$ cat src/rtl/tt_adder_pkg.sv
// rtl/tt_adder_pkg.sv - shared FSM state type and uio bit map for the serial wide adder
package tt_adder_pkg;

    typedef enum logic [1:0] {
        ST_IDLE   = 2'd0,
        ST_LOAD_A = 2'd1,
        ST_LOAD_B = 2'd2,
        ST_OUT    = 2'd3
    } state_t;

    // uio_in bit positions
    localparam int UIO_IN_VALID  = 0;
    localparam int UIO_MODE      = 1;
    localparam int UIO_OUT_READY = 2;

    // uio_out bit positions
    localparam int UIO_IN_READY  = 3;
    localparam int UIO_OUT_VALID = 4;
    localparam int UIO_CY        = 5;
    localparam int UIO_SAT_HIT   = 6;
    localparam int UIO_ERR       = 7;

    // Upper five uio pins are outputs, lower three are inputs
    localparam logic [7:0] UIO_OE_VALUE = 8'b1111_1000;

endpackage

$ cat src/rtl/tt_adder_byte_slice.sv
// rtl/tt_adder_byte_slice.sv - combinational 8-bit adder slice with carry in/out
//
// Ports:
//   a, b  : 8-bit operands (b is already inverted by the caller for subtraction)
//   cin   : carry in
//   sum   : 8-bit result
//   cout  : carry out
module tt_adder_byte_slice (
    input  logic [7:0] a,
    input  logic [7:0] b,
    input  logic       cin,
    output logic [7:0] sum,
    output logic       cout
);

    assign {cout, sum} = {1'b0, a} + {1'b0, b} + {8'h00, cin};

endmodule

$ cat src/rtl/tt_um_wide_adder.sv
// rtl/tt_um_wide_adder.sv - byte-serial WIDTH-bit add/sub with idle timeout and optional saturation
//
// Operands arrive LSB first on ui_in (A bytes then B bytes); the result is
// returned LSB first on uo_out. A single byte slice is reused once per B byte.
//
// Ports:
//   clk, rst_n : clock, asynchronous active-low reset
//   ena        : enable; when low all state freezes
//   ui_in      : operand byte
//   uo_out     : result byte (0 outside OUT)
//   uio_in     : [0] in_valid, [1] mode (0 add / 1 sub), [2] out_ready
//   uio_out    : [3] in_ready, [4] out_valid, [5] cy, [6] sat_hit, [7] err
//   uio_oe     : constant 8'b1111_1000
//
// Build option: define TT_ADDER_SAT_EN to saturate the result on carry/borrow.
module tt_um_wide_adder
    import tt_adder_pkg::*;
#(
    parameter int WIDTH     = 16,
    parameter int MAX_COUNT = 1000
) (
    input  logic       clk,
    input  logic       rst_n,
    input  logic       ena,
    input  logic [7:0] ui_in,
    output logic [7:0] uo_out,
    input  logic [7:0] uio_in,
    output logic [7:0] uio_out,
    output logic [7:0] uio_oe
);

    localparam int N     = WIDTH / 8;
    localparam int IDX_W = (N > 1) ? $clog2(N) : 1;
    localparam int CNT_W = $clog2(MAX_COUNT + 1);

    localparam logic [IDX_W-1:0] IDX_LAST = IDX_W'(N - 1);
    localparam logic [CNT_W-1:0] CNT_LAST = CNT_W'(MAX_COUNT - 1);

    state_t state_q, state_d;

    logic [IDX_W-1:0]  idx;
    logic [N-1:0][7:0] a_buf;
    logic [N-1:0][7:0] r_buf;
    logic [CNT_W-1:0]  tcount;
    logic              mode_q;
    logic              c;
    logic              cy;
    logic              sat_hit;
    logic              err;

    logic       in_valid, out_ready, in_ready, out_valid;
    logic       accept, take, last, timeout;
    logic [7:0] b_op, sum;
    logic       cout, cy_fin;
    logic       unused_bits;

    assign in_valid  = uio_in[UIO_IN_VALID];
    assign out_ready = uio_in[UIO_OUT_READY];
    assign unused_bits = ^uio_in[7:3];

    assign in_ready  = (state_q != ST_OUT);
    assign out_valid = (state_q == ST_OUT);
    assign accept    = in_valid & in_ready;
    assign take      = out_valid & out_ready;
    assign last      = (idx == IDX_LAST);

    // Timeout only fires on a cycle with no accepted byte, so a byte arriving
    // on the final count always wins.
    assign timeout = ((state_q == ST_LOAD_A) || (state_q == ST_LOAD_B))
                     && !accept && (tcount == CNT_LAST);

    // Subtraction is A + ~B + 1; the +1 comes from c being preset to 1.
    assign b_op   = mode_q ? ~ui_in : ui_in;
    // Borrow is the inverse of the final carry when subtracting.
    assign cy_fin = mode_q ? ~cout : cout;

    tt_adder_byte_slice u_slice (
        .a    (a_buf[idx]),
        .b    (b_op),
        .cin  (c),
        .sum  (sum),
        .cout (cout)
    );

    always_ff @(posedge clk or negedge rst_n) begin
        if (!rst_n) begin
            state_q <= ST_IDLE;
        end else if (ena) begin
            state_q <= state_d;
        end
    end

    always_comb begin
        state_d = state_q;
        case (state_q)
            ST_IDLE: begin
                if (accept) state_d = (N == 1) ? ST_LOAD_B : ST_LOAD_A;
            end
            ST_LOAD_A: begin
                if (accept && last) state_d = ST_LOAD_B;
                else if (timeout)   state_d = ST_IDLE;
            end
            ST_LOAD_B: begin
                if (accept && last) state_d = ST_OUT;
                else if (timeout)   state_d = ST_IDLE;
            end
            ST_OUT: begin
                if (take && last) state_d = ST_IDLE;
            end
            default: state_d = ST_IDLE;
        endcase
    end

    always_ff @(posedge clk or negedge rst_n) begin
        if (!rst_n) begin
            idx     <= '0;
            a_buf   <= '0;
            r_buf   <= '0;
            tcount  <= '0;
            mode_q  <= 1'b0;
            c       <= 1'b0;
            cy      <= 1'b0;
            sat_hit <= 1'b0;
            err     <= 1'b0;
        end else if (ena) begin
            if (accept || (state_d != state_q)) begin
                tcount <= '0;
            end else if ((state_q == ST_LOAD_A) || (state_q == ST_LOAD_B)) begin
                tcount <= tcount + CNT_W'(1);
            end

            if (timeout) begin
                a_buf <= '0;
                r_buf <= '0;
                idx   <= '0;
                c     <= 1'b0;
                err   <= 1'b1;
            end else begin
                case (state_q)
                    ST_IDLE: begin
                        if (accept) begin
                            mode_q   <= uio_in[UIO_MODE];
                            c        <= uio_in[UIO_MODE];
                            a_buf    <= '0;
                            a_buf[0] <= ui_in;
                            r_buf    <= '0;
                            cy       <= 1'b0;
                            sat_hit  <= 1'b0;
                            err      <= 1'b0;
                            idx      <= (N > 1) ? IDX_W'(1) : '0;
                        end
                    end
                    ST_LOAD_A: begin
                        if (accept) begin
                            a_buf[idx] <= ui_in;
                            idx        <= last ? '0 : idx + IDX_W'(1);
                        end
                    end
                    ST_LOAD_B: begin
                        if (accept) begin
                            r_buf[idx] <= sum;
                            c          <= cout;
                            if (last) begin
                                cy  <= cy_fin;
                                idx <= '0;
`ifdef TT_ADDER_SAT_EN
                                if (cy_fin) begin
                                    r_buf   <= mode_q ? '0 : '1;
                                    sat_hit <= 1'b1;
                                end
`endif
                            end else begin
                                idx <= idx + IDX_W'(1);
                            end
                        end
                    end
                    ST_OUT: begin
                        if (take) idx <= last ? '0 : idx + IDX_W'(1);
                    end
                    default: ;
                endcase
            end
        end
    end

    assign uo_out = (state_q == ST_OUT) ? r_buf[idx] : 8'h00;
    assign uio_oe = UIO_OE_VALUE;

    always_comb begin
        uio_out                = 8'h00;
        uio_out[UIO_IN_READY]  = in_ready;
        uio_out[UIO_OUT_VALID] = out_valid;
        uio_out[UIO_CY]        = cy;
        uio_out[UIO_SAT_HIT]   = sat_hit;
        uio_out[UIO_ERR]       = err;
    end

endmodule
$ cat config.mk
export PLATFORM = sky130hd
export DESIGN_NAME = tt_um_wide_adder
export DESIGN_NICKNAME = d
export VERILOG_FILES = /design/src/rtl/tt_adder_pkg.sv /design/src/rtl/tt_adder_byte_slice.sv /design/src/rtl/tt_um_wide_adder.sv
export SDC_FILE = /design/constraint.sdc
export NUM_CORES = 1
export LEC_CHECK = 0
export CELL_PAD_IN_SITES_DETAIL_PLACEMENT = 1
export CELL_PAD_IN_SITES_GLOBAL_PLACEMENT = 1
export CORE_AREA = 5 5 89 91
export CTS_BUF_LIST = sky130_fd_sc_hd__clkbuf_8 sky130_fd_sc_hd__clkbuf_16
export CTS_CLUSTER_DIAMETER = 30
export DETAILED_ROUTE_END_ITERATION = 12
export DIE_AREA = 0 0 94 96
export PLACE_DENSITY_LB_ADDON = 0.1
export SLEW_MARGIN = 20
export SYNTH_ARGS = -nofsm -noshare
export SYNTH_HDL_FRONTEND = slang
export SYNTH_SLANG_ARGS = --single-unit
export TNS_END_PERCENT = 5
$ cat constraint.sdc
create_clock -name clk -period 7.7 [get_ports clk]
set_input_delay 1.155 -clock clk [delete_from_list [all_inputs] [get_ports clk]]
set_output_delay 1.155 -clock clk [all_outputs]
set_load 0.1 [all_outputs]
Word level (Yosys, flattened, before mapping)
Index checks and enable logic that the tools add are counted.
{ "totals": {"ff_bits": 49, "latch_bits": 0, "mem_bits_rw": 0, "mem_bits_ro": 0, "inputBits": 19, "out_inout_bits": 24, "word_cells": 102, "memories": 0} }
{ "classes": {"n_addsub": 4, "multipliers": 0, "div_mod_pow": 0, "order_cmp": 2, "n_eq_ne": 14, "shifts": 0, "mux": 43, "n_bitwise": 5, "n_reduce_logical": 23} }
{ "ops": {"columns": ["operator", "count"], "rows": [
  ["$mux 16", 6],
  ["$pmux 16 s2", 2],
  ["$mux 8", 7],
  ["$bwmux 16", 2],
  ["$mux 10", 2],
  ["$reduce_and 4->1", 4],
  ["$mux 1", 14],
  ["$add 10x1->10 const B", 1],
  ["$eq 10x10->1 const B", 1],
  ["$mux 2", 5],
  ["$add 8x8->9", 1],
  ["$add 9x1->9", 1],
  ["$ne 3x3->1 const B", 3],
  ["$demux 8 s1", 1],
  ["$ne 2x2->1 const B", 4],
  ["$not 8->8", 1],
  ["$pmux 2 s4", 1],
  ["$reduce_bool 2->1", 4],
  ["$ne 3x1->1 const B", 2],
  ["$reduce_and 6->1", 1],
  ["$reduce_bool 3->1", 2],
  ["$logic_and 1x1->1", 5],
  ["$eq 2x2->1 const B", 2],
  ["$pmux 1 s2", 2],
  ["14 further kinds", 17]
]} }

Depth between registers and ports, before layout
Gate-level depths: netlist (run 1).
{ "logic_depth": {"ltp_word": 12, "mapped_depth": 11, "depth_no_buf": 9} }

Modules after synthesis
From an unflattened synthesis (run 1), not the netlist that was laid out.
{ "hier_totals": {"cells_unflattened": 333, "area_unflattened_um2": 3134.3} }
{ "by_module_without_submodules": {"columns": ["module", "n_inst", "cells_each", "area_per_inst_um2", "seq_area_each_um2"], "rows": [
  ["tt_um_wide_adder", 1, 291, 2801.4, 1226.2],
  ["tt_adder_byte_slice", 1, 42, 332.8, 0.0]
]} }

Worst setup path after synthesis (run 1)
OpenSTA, ideal clock, no wires.
{ "synth_timing": {"kind": "register to output", "start": "reg idx", "end": "out uo_out[0]", "arrival_time_ns": 2.284, "required_ns": 6.545, "setup_slack_ns": 4.261, "path_stages_with_launch": 5, "path_buffers": 2, "cell_sequence": "dfrtp_1 -> buf_2 -> buf_1 -> mux2i_1 -> nor2_1"} }
{ "synth_via": {"elab_chain_len": 3} }
{ "synth_rtl": {"columns": ["item", "line", "rtl"], "rows": [
  ["start, declared", "tt_um_wide_adder.sv:41", "logic [IDX_W-1:0] idx;"],
  ["start signal, assigned", "tt_um_wide_adder.sv:150", "idx <= (N > 1) ? IDX_W'(1) : '0;"],
  ["start signal, assigned", "tt_um_wide_adder.sv:156", "idx <= last ? '0 : idx + IDX_W'(1);"],
  ["start signal, assigned", "tt_um_wide_adder.sv:173", "idx <= idx + IDX_W'(1);"],
  ["$mux 8 (implied by the code) (2 in a row)", "tt_um_wide_adder.sv:186", "assign uo_out = (state_q == ST_OUT) ? r_buf[idx] : 8'h00;"],
  ["$mux 8", "tt_um_wide_adder.sv:186", null],
  ["end, declared", "tt_um_wide_adder.sv:26", "output logic [7:0] uo_out,"]
]} }
No other way between the ends. The select of a mux whose other input is x is not followed.

Final worst setup path (run 1)
{ "layout_timing": {"start": "reg idx", "end": "out uo_out[5]"} }
The elaborated chain is that of the path after synthesis.

==> impl_metrics.csv, run 1 <==
group,metric,value,unit
status,status,"completed",
synthesis,synth_top_family_by_area,"compound AO/OA/AOI/OAI gates",
floorplan,coreArea,0.00706,mm2
global_routing,overflow,0,
clock_network,cts_resized,0,
synthesis,synth_mux_area_share,5.97,%
drt,vias,2523,
setup_path,endpoint_kind,"primary output",
synthesis,synth_flop_cell,"dfrtp_1",
sta,max_slew_margin,32.4,%
sta,rsz0062_at_grt,"no",
floorplan,die_x,94,um
finish,layoutNonFillerInstCount,459,
placement,hpwl,5700,um
sta,clock-skew-final,0.00522,ns
clock_network,cts_buffers,5,
power,seq_power_share,29.8,%
synthesis,synth-simple-area-share,17.3,%
drt,drc,0,
global_routing,track_usage,18.5,%
sta,period_share,51.2,%
setup_path,worstSetupPathType,"register to primary output",
clock_network,cts_max_path_buffers,2,
power,p_switching,615,uW
floorplan,dieArea,0.00902,mm2
placement,post-place-ws,3.89,ns
clock_network,cts.clk_slew.worst_paths,0.10,ns
clock_network,postCtsHoldBufs,0,
finish,fillerInstances,840,
finish,nets,392,
placement,port_buffers,25,
drt,wl_per_cell,17.2,um
clock_network,cts-root-buf,"clkbuf_8",
clock_network,post_cts_buffers,0,
setup_path,critPathMaxFanout,16,
placement,placed_cell_area,0.00341,mm2
sta,setup_ws,3.76,ns
synthesis,synth_cell_types,55,
sta,fin_setup_tns,0,ns
power,power_frac_clock,14.2,%
synthesis,ys_seq_area_share,38.8,%
drt,drt_iter0_drc,67,
finish,final_area,0.00352,mm2
floorplan,rows,31,
power,ir_worst_vdd,0.000146,V
power,p_sw_share,45.8,%
power,comb_power_share,56.0,%
global_routing,antenna_found_initial,0,
clock_network,cts_tree,"yes",
synthesis,postSynthCellCount,343,
power,power_density,381,mW/mm2
sta,fmax,254,MHz
setup_path,required,6.55,ns
global_routing,grt_pass1_wl,13100,um
synthesis,ys_ff_latch,49,
hold_path,min_path_cells,1,
global_routing,grt_pass1_vias,2642,
floorplan,initial_core_util,44.8,%
synthesis,avgSynthCellArea,9.22,um2
sta,fin_crit,3.94,ns
setup_path,r2r_cells,8,
synthesis,yosys.area_share.adder,6.01,%
synthesis,synthArstFlopShare,100,%
clock_network,htreeDepth,2,
clock_network,clock_latency,0.31,ns
sta,hold_viol,0,
finish,regArea,0.00123,mm2
sta,drv_slew,0,
clock_network,cts.sinks,49,
power,leakagePower,0.00156,uW
global_routing,grt_max_degree,50,
drt,wirelength,7900,um
synthesis,synth_area,0.00316,mm2
setup_path,start_kind,"register",
sta,worst_pin_slew,1.01,ns
drt,first_pass_iters,4,
floorplan,io_pins,43,
floorplan,die_h,96,um
synthesis,synth_compound_area_share,20.7,%
synthesis,synth-xor-area-share,3.32,%
power,cellInternalPower,728,uW
synthesis,synth_edf_count,0,
run,maxCapViolCount,0,
finish,antenna_cells,0,
placement,dp_cells,451,
synthesis,synth_warnings,0,
finish,area_growth,11.4,%
setup_path,cp.arrival,2.79,ns
sta,finalSetupViolCount,0,
hold_path,min_path_type,"register to register",
placement,gp_congestion,0.829,
drt,via_per_inst,5.50,
drt,ant_nets,0,
finish,multi_input_area,0.00173,mm2
finish,drive_gt1_share,9.72,%
## through the flow
step                utilization (%)  hold slack, ns  power (uW)
floorplan                         -           0.443         982
global placement               48.3           0.455        1130
detailed placement             48.3           0.469        1160
CTS                            49.9           0.483        1360
global route                   49.9           0.513        1460
finish                         49.9           0.483        1340
## layout make-up
cell class	count	share of cell area [%]
clock buffers	5	1.95
clock inverters	3	1.24
inverters	18	1.92
multi-input cells	258	49.2
flip-flops and latches	49	34.8
well taps	99	3.52
repair buffers	27	7.39
## kinds of logic (layout without fill, tap and decap cells)
group / count (synthesis) / count (layout)
compound gates: 91 / 91
xor+xnor: 12 / 12
fa+ha+maj: 14 / 14
buf+inv: 46 / 53
flops: 49 / 49
mux: 18 / 18
other cells: 2 / 12
simple gates: 111 / 111
## flip-flops by register name (all words and copies together), names as in the netlist
name     count
state_q      2
cy           1
c            1
r_buf       16
tcount      10
idx          1
mode_q       1
a_buf       16
err          1
## worst paths after layout
| kind | endpoint | slack, ns | start |
|---|---|---|---|
| min in group asynchronous | state_q[0] | 0.95 | rst_n |
| worst min-delay path | tcount[9] | 0.48 | tcount[9] |
| worst max-delay path | uo_out[5] | 3.76 | idx |
| max in group asynchronous | a_buf[1] | 6.31 | rst_n |
| worst min register to register | tcount[9] | 0.48 | tcount[9] |
| worst max register to register | r_buf[7] | 4.59 | idx |
## Yosys cell counts, types with 4 or more instances
cell	count	area (um2)
nand2_1	42	158
clkbuf_1	7	26.3
o21ai_0	15	75.1
ha_1	12	150
nor3b_1	4	30.0
o22ai_1	7	43.8
xor2_1	9	78.8
a21oi_1	14	70.1
dfrtp_1	49	1230
a22o_1	19	166
mux2i_1	11	110
nand3_1	12	60.1
o21ai_2	6	52.6
nor2_1	25	93.8
nor3_1	4	20.0
nand2b_1	7	43.8
inv_1	17	63.8
mux2_2	7	78.8
o21ai_1	6	30.0
buf_4	16	120
## cell usage in the layout (no fill, tap or decap), drive strengths merged, types with 3 or more instances in the layout
cell type       n
nand4           4
o22ai           7
a211oi          3
o21ai          27
mux2            7
nand3b          3
nor3b           4
inv            19
o41ai           3
nand2b          7
nand2          42
a22o           19
o211ai          3
mux2i          11
buf             3
nor2           25
dfrtp          49
ha             12
nand3          12
conb           12
clkbuf          5
nor3            4
xor2            9
a21oi          15
xnor2           3
clkdlybuf4s50  24
## power groups by stage
stage / clock (uW) / combinational (uW) / sequential, uW
floorplan: 0 / 612 / 370
global placement: 0 / 726 / 402
detailed placement: 0 / 753 / 406
CTS: 200 / 759 / 401
global route: 210 / 835 / 412
finish: 191 / 751 / 400
## metal layers
metal,vias up,global-route usage (%),share of wire (%)
li1,1227,-,-
met1,1260,22.3,43
met5,-,0,0
met3,7,2.66,2.3
met2,29,33.9,53
met4,0,5.54,1.7
## worst max-delay path: stages, from the launching register on
cell             delay, ns
dfrtp_1               0.66
buf_4                 0.37
mux2i_1               0.13
nor2_1                0.13
clkdlybuf4s50_1       1.18
(Power assumes the default switching activity.)
==> run 2: changes to the inputs <==
Settings changed: CORE_AREA 5 5 89 91 to 5 5 98 100, DIE_AREA 0 0 94 96 to 0 0 103 105.
Clock period 7.7 ns to 3.5 ns, I/O delays scaled along.
==> run 2 against run 1 <==
Compared with the run above: clock skew rose by 0.0021 ns; first-iteration DRC count is 60% higher; register-to-register slack lost 3.7 ns; clock-buffer cell count unchanged; non-clock buffer count increased by 4; core utilization down 9.2 points; combinational power grew 120%; cell count increased by 2.4%; setup slack got worse by 3.0 ns; critical endpoint is now c; largest cell class unchanged; largest power group unchanged.
==> impl_metrics.csv, run 2 (synthesis gave the netlist of run 1 again) <==
group,metric,value,unit
status,status,"completed",
global_routing,grt_pass1_wl,13100,um
power,p_total,2860,uW
finish,nets,396,
finish,drive_gt1_share,13.0,%
drt,ant_nets,0,
setup_path,cp_slowest_cell,"clkdlybuf4s50_1",
sta,hold_viol,0,
placement,port_buffers,25,
finish,layoutNonFillerInstCount,470,
placement,dp_cells,464,
sta,worst_pin_slew,0.970,ns
setup_path,start_kind,"input pin",
drt,via_per_inst,5.26,
sta,setup_ws,0.782,ns
power,power_density,817,mW/mm2
clock_network,postCtsHoldBufs,0,
sta,rsz0062_at_grt,"no",
finish,final_area,0.00350,mm2
placement,gp_congestion,0.756,
finish,top_regs,"a_buf (16), r_buf (16), tcount (10)",
placement,hpwl,5870,um
drt,first_pass_iters,4,
clock_network,cts_tree,"yes",
floorplan,die_h,105,um
placement,placed_cell_area,0.00343,mm2
clock_network,cts.sinks,49,
sta,clock-skew-final,0.00730,ns
global_routing,overflow,0,
clock_network,cts_max_path_buffers,2,
global_routing,grt_max_degree,40,
setup_path,endpoint_kind,"register",
sta,fin_crit,2.72,ns
global_routing,track_usage,15.1,%
clock_network,cts_buffers,5,
sta,fin_setup_tns,0,ns
sta,max_slew_margin,35.1,%
finish,final_common_cell,"dfrtp_1",
floorplan,io_pins,43,
setup_path,cp_common_cell,"fa_1",
floorplan,rows,34,
setup_path,cp_slowest_stage_delay,0.47,ns
setup_path,worstSetupPathType,"input pin to register",
setup_path,cp.arrival,2.91,ns
drt,wirelength,7860,um
hold_path,min_path_type,"input pin to async pin",
power,leakagePower,0.00158,uW
drt,wl_per_cell,16.7,um
finish,area_growth,10.6,%
finish,antenna_cells,0,
floorplan,coreArea,0.00859,mm2
clock_network,post_cts_buffers,0,
drt,vias,2472,
clock_network,cts_resized,0,
setup_path,critPathMaxFanout,3,
run,maxCapViolCount,0,
floorplan,initial_core_util,36.8,%
drt,drc,0,
floorplan,dieArea,0.0108,mm2
setup_path,crit_chain,"clkdlybuf4s50_1, xnor2_1, fa_1, inv_1, fa_1, a21oi_1, nor2_1, o21ai_0, o32ai_1, a21o_1",
clock_network,clock_latency,0.30,ns
clock_network,cts-root-buf,"clkbuf_8",
sta,drv_slew,0,
global_routing,grt_pass1_vias,2514,
sta,fmax,368,MHz
global_routing,antenna_found_initial,0,
sta,finalSetupViolCount,0,
clock_network,cts.clk_slew.worst_paths,0.09,ns
sta,period_share,77.6,%
finish,mostFrequentLayoutCells,"49 x dfrtp_1, 42 x nand2_1, 25 x nor2_1, 19 x a22o_1, 17 x inv_1",
power,ir_worst_vdd,0.000278,V
clock_network,htreeDepth,2,
drt,drt_iter0_drc,107,
placement,post-place-ws,0.465,ns
setup_path,required,3.69,ns
floorplan,die_x,103,um
[run 2: changes by cell type in the layout (fill, tap and decap cells not counted)]
cell	change
inv_6	-1
buf_4	+14
bufinv_16	-1
clkdlybuf4s50_1	-10
[run 2: worst max-delay path, delay by kind of cell]
family | cells | cell delay, ns
AOI/OAI and AO/OA | 4 | 0.85
xor gates and xnor gates | 1 | 0.27
adders and majority gates | 2 | 0.65
buffers and inverters | 2 | 0.53
and+or+nand+nor | 1 | 0.09
[run 2: path summary, 6_finish.rpt]
| check | end | startpoint | depth (start not counted) | slack (ns) |
|---|---|---|---|---|
| min | tcount[0] | rst_n | 1 | 0.34 |
| max | c | ui_in[0] | 10 | 0.78 |
| max reg2reg | c | idx | 9 | 0.87 |
| max in group asynchronous | r_buf[11] | rst_n | 2 | 2.45 |
| min in group clk | tcount[9] | tcount[9] | 1 | 0.49 |
| min reg2reg | tcount[9] | tcount[9] | 1 | 0.49 |
[run 2: metal layers]
layer / vias up / GRT usage (%) / routed length (um)
li1: 1232 / - / -
met1: 1198 / 22.6 / 4110
met5: - / 0 / 0
met3: 8 / 2.40 / 234
met2: 34 / 22.8 / 3440
met4: 0 / 3.05 / 72
[run 2: cell type report]
cell class,instances,area (um2)
inverters,18,67.6
well taps,108,135
clock inverters,1,5.00
multi-input cells,258,1730
repair buffers,31,265
clock buffers,5,68.8
flip-flops and latches,49,1230
fillers,1022,5090
[run 2: stage by stage]
| step | util, % | hold WS [ns] |
|---|---|---|
| 2_1_floorplan | - | 0.229 |
| 3_3_place_gp | 39.9 | 0.459 |
| 3_5_place_dp | 39.9 | 0.475 |
| 4_1_cts | 40.7 | 0.390 |
| 5_1_grt | 40.7 | 0.427 |
| 6_report | 40.7 | 0.344 |
[run 2: where the power goes]
part           internal (uW)  switching, uW  total (uW)
clock network            132            186         319
logic                    668           1010        1680
registers                736            125         861
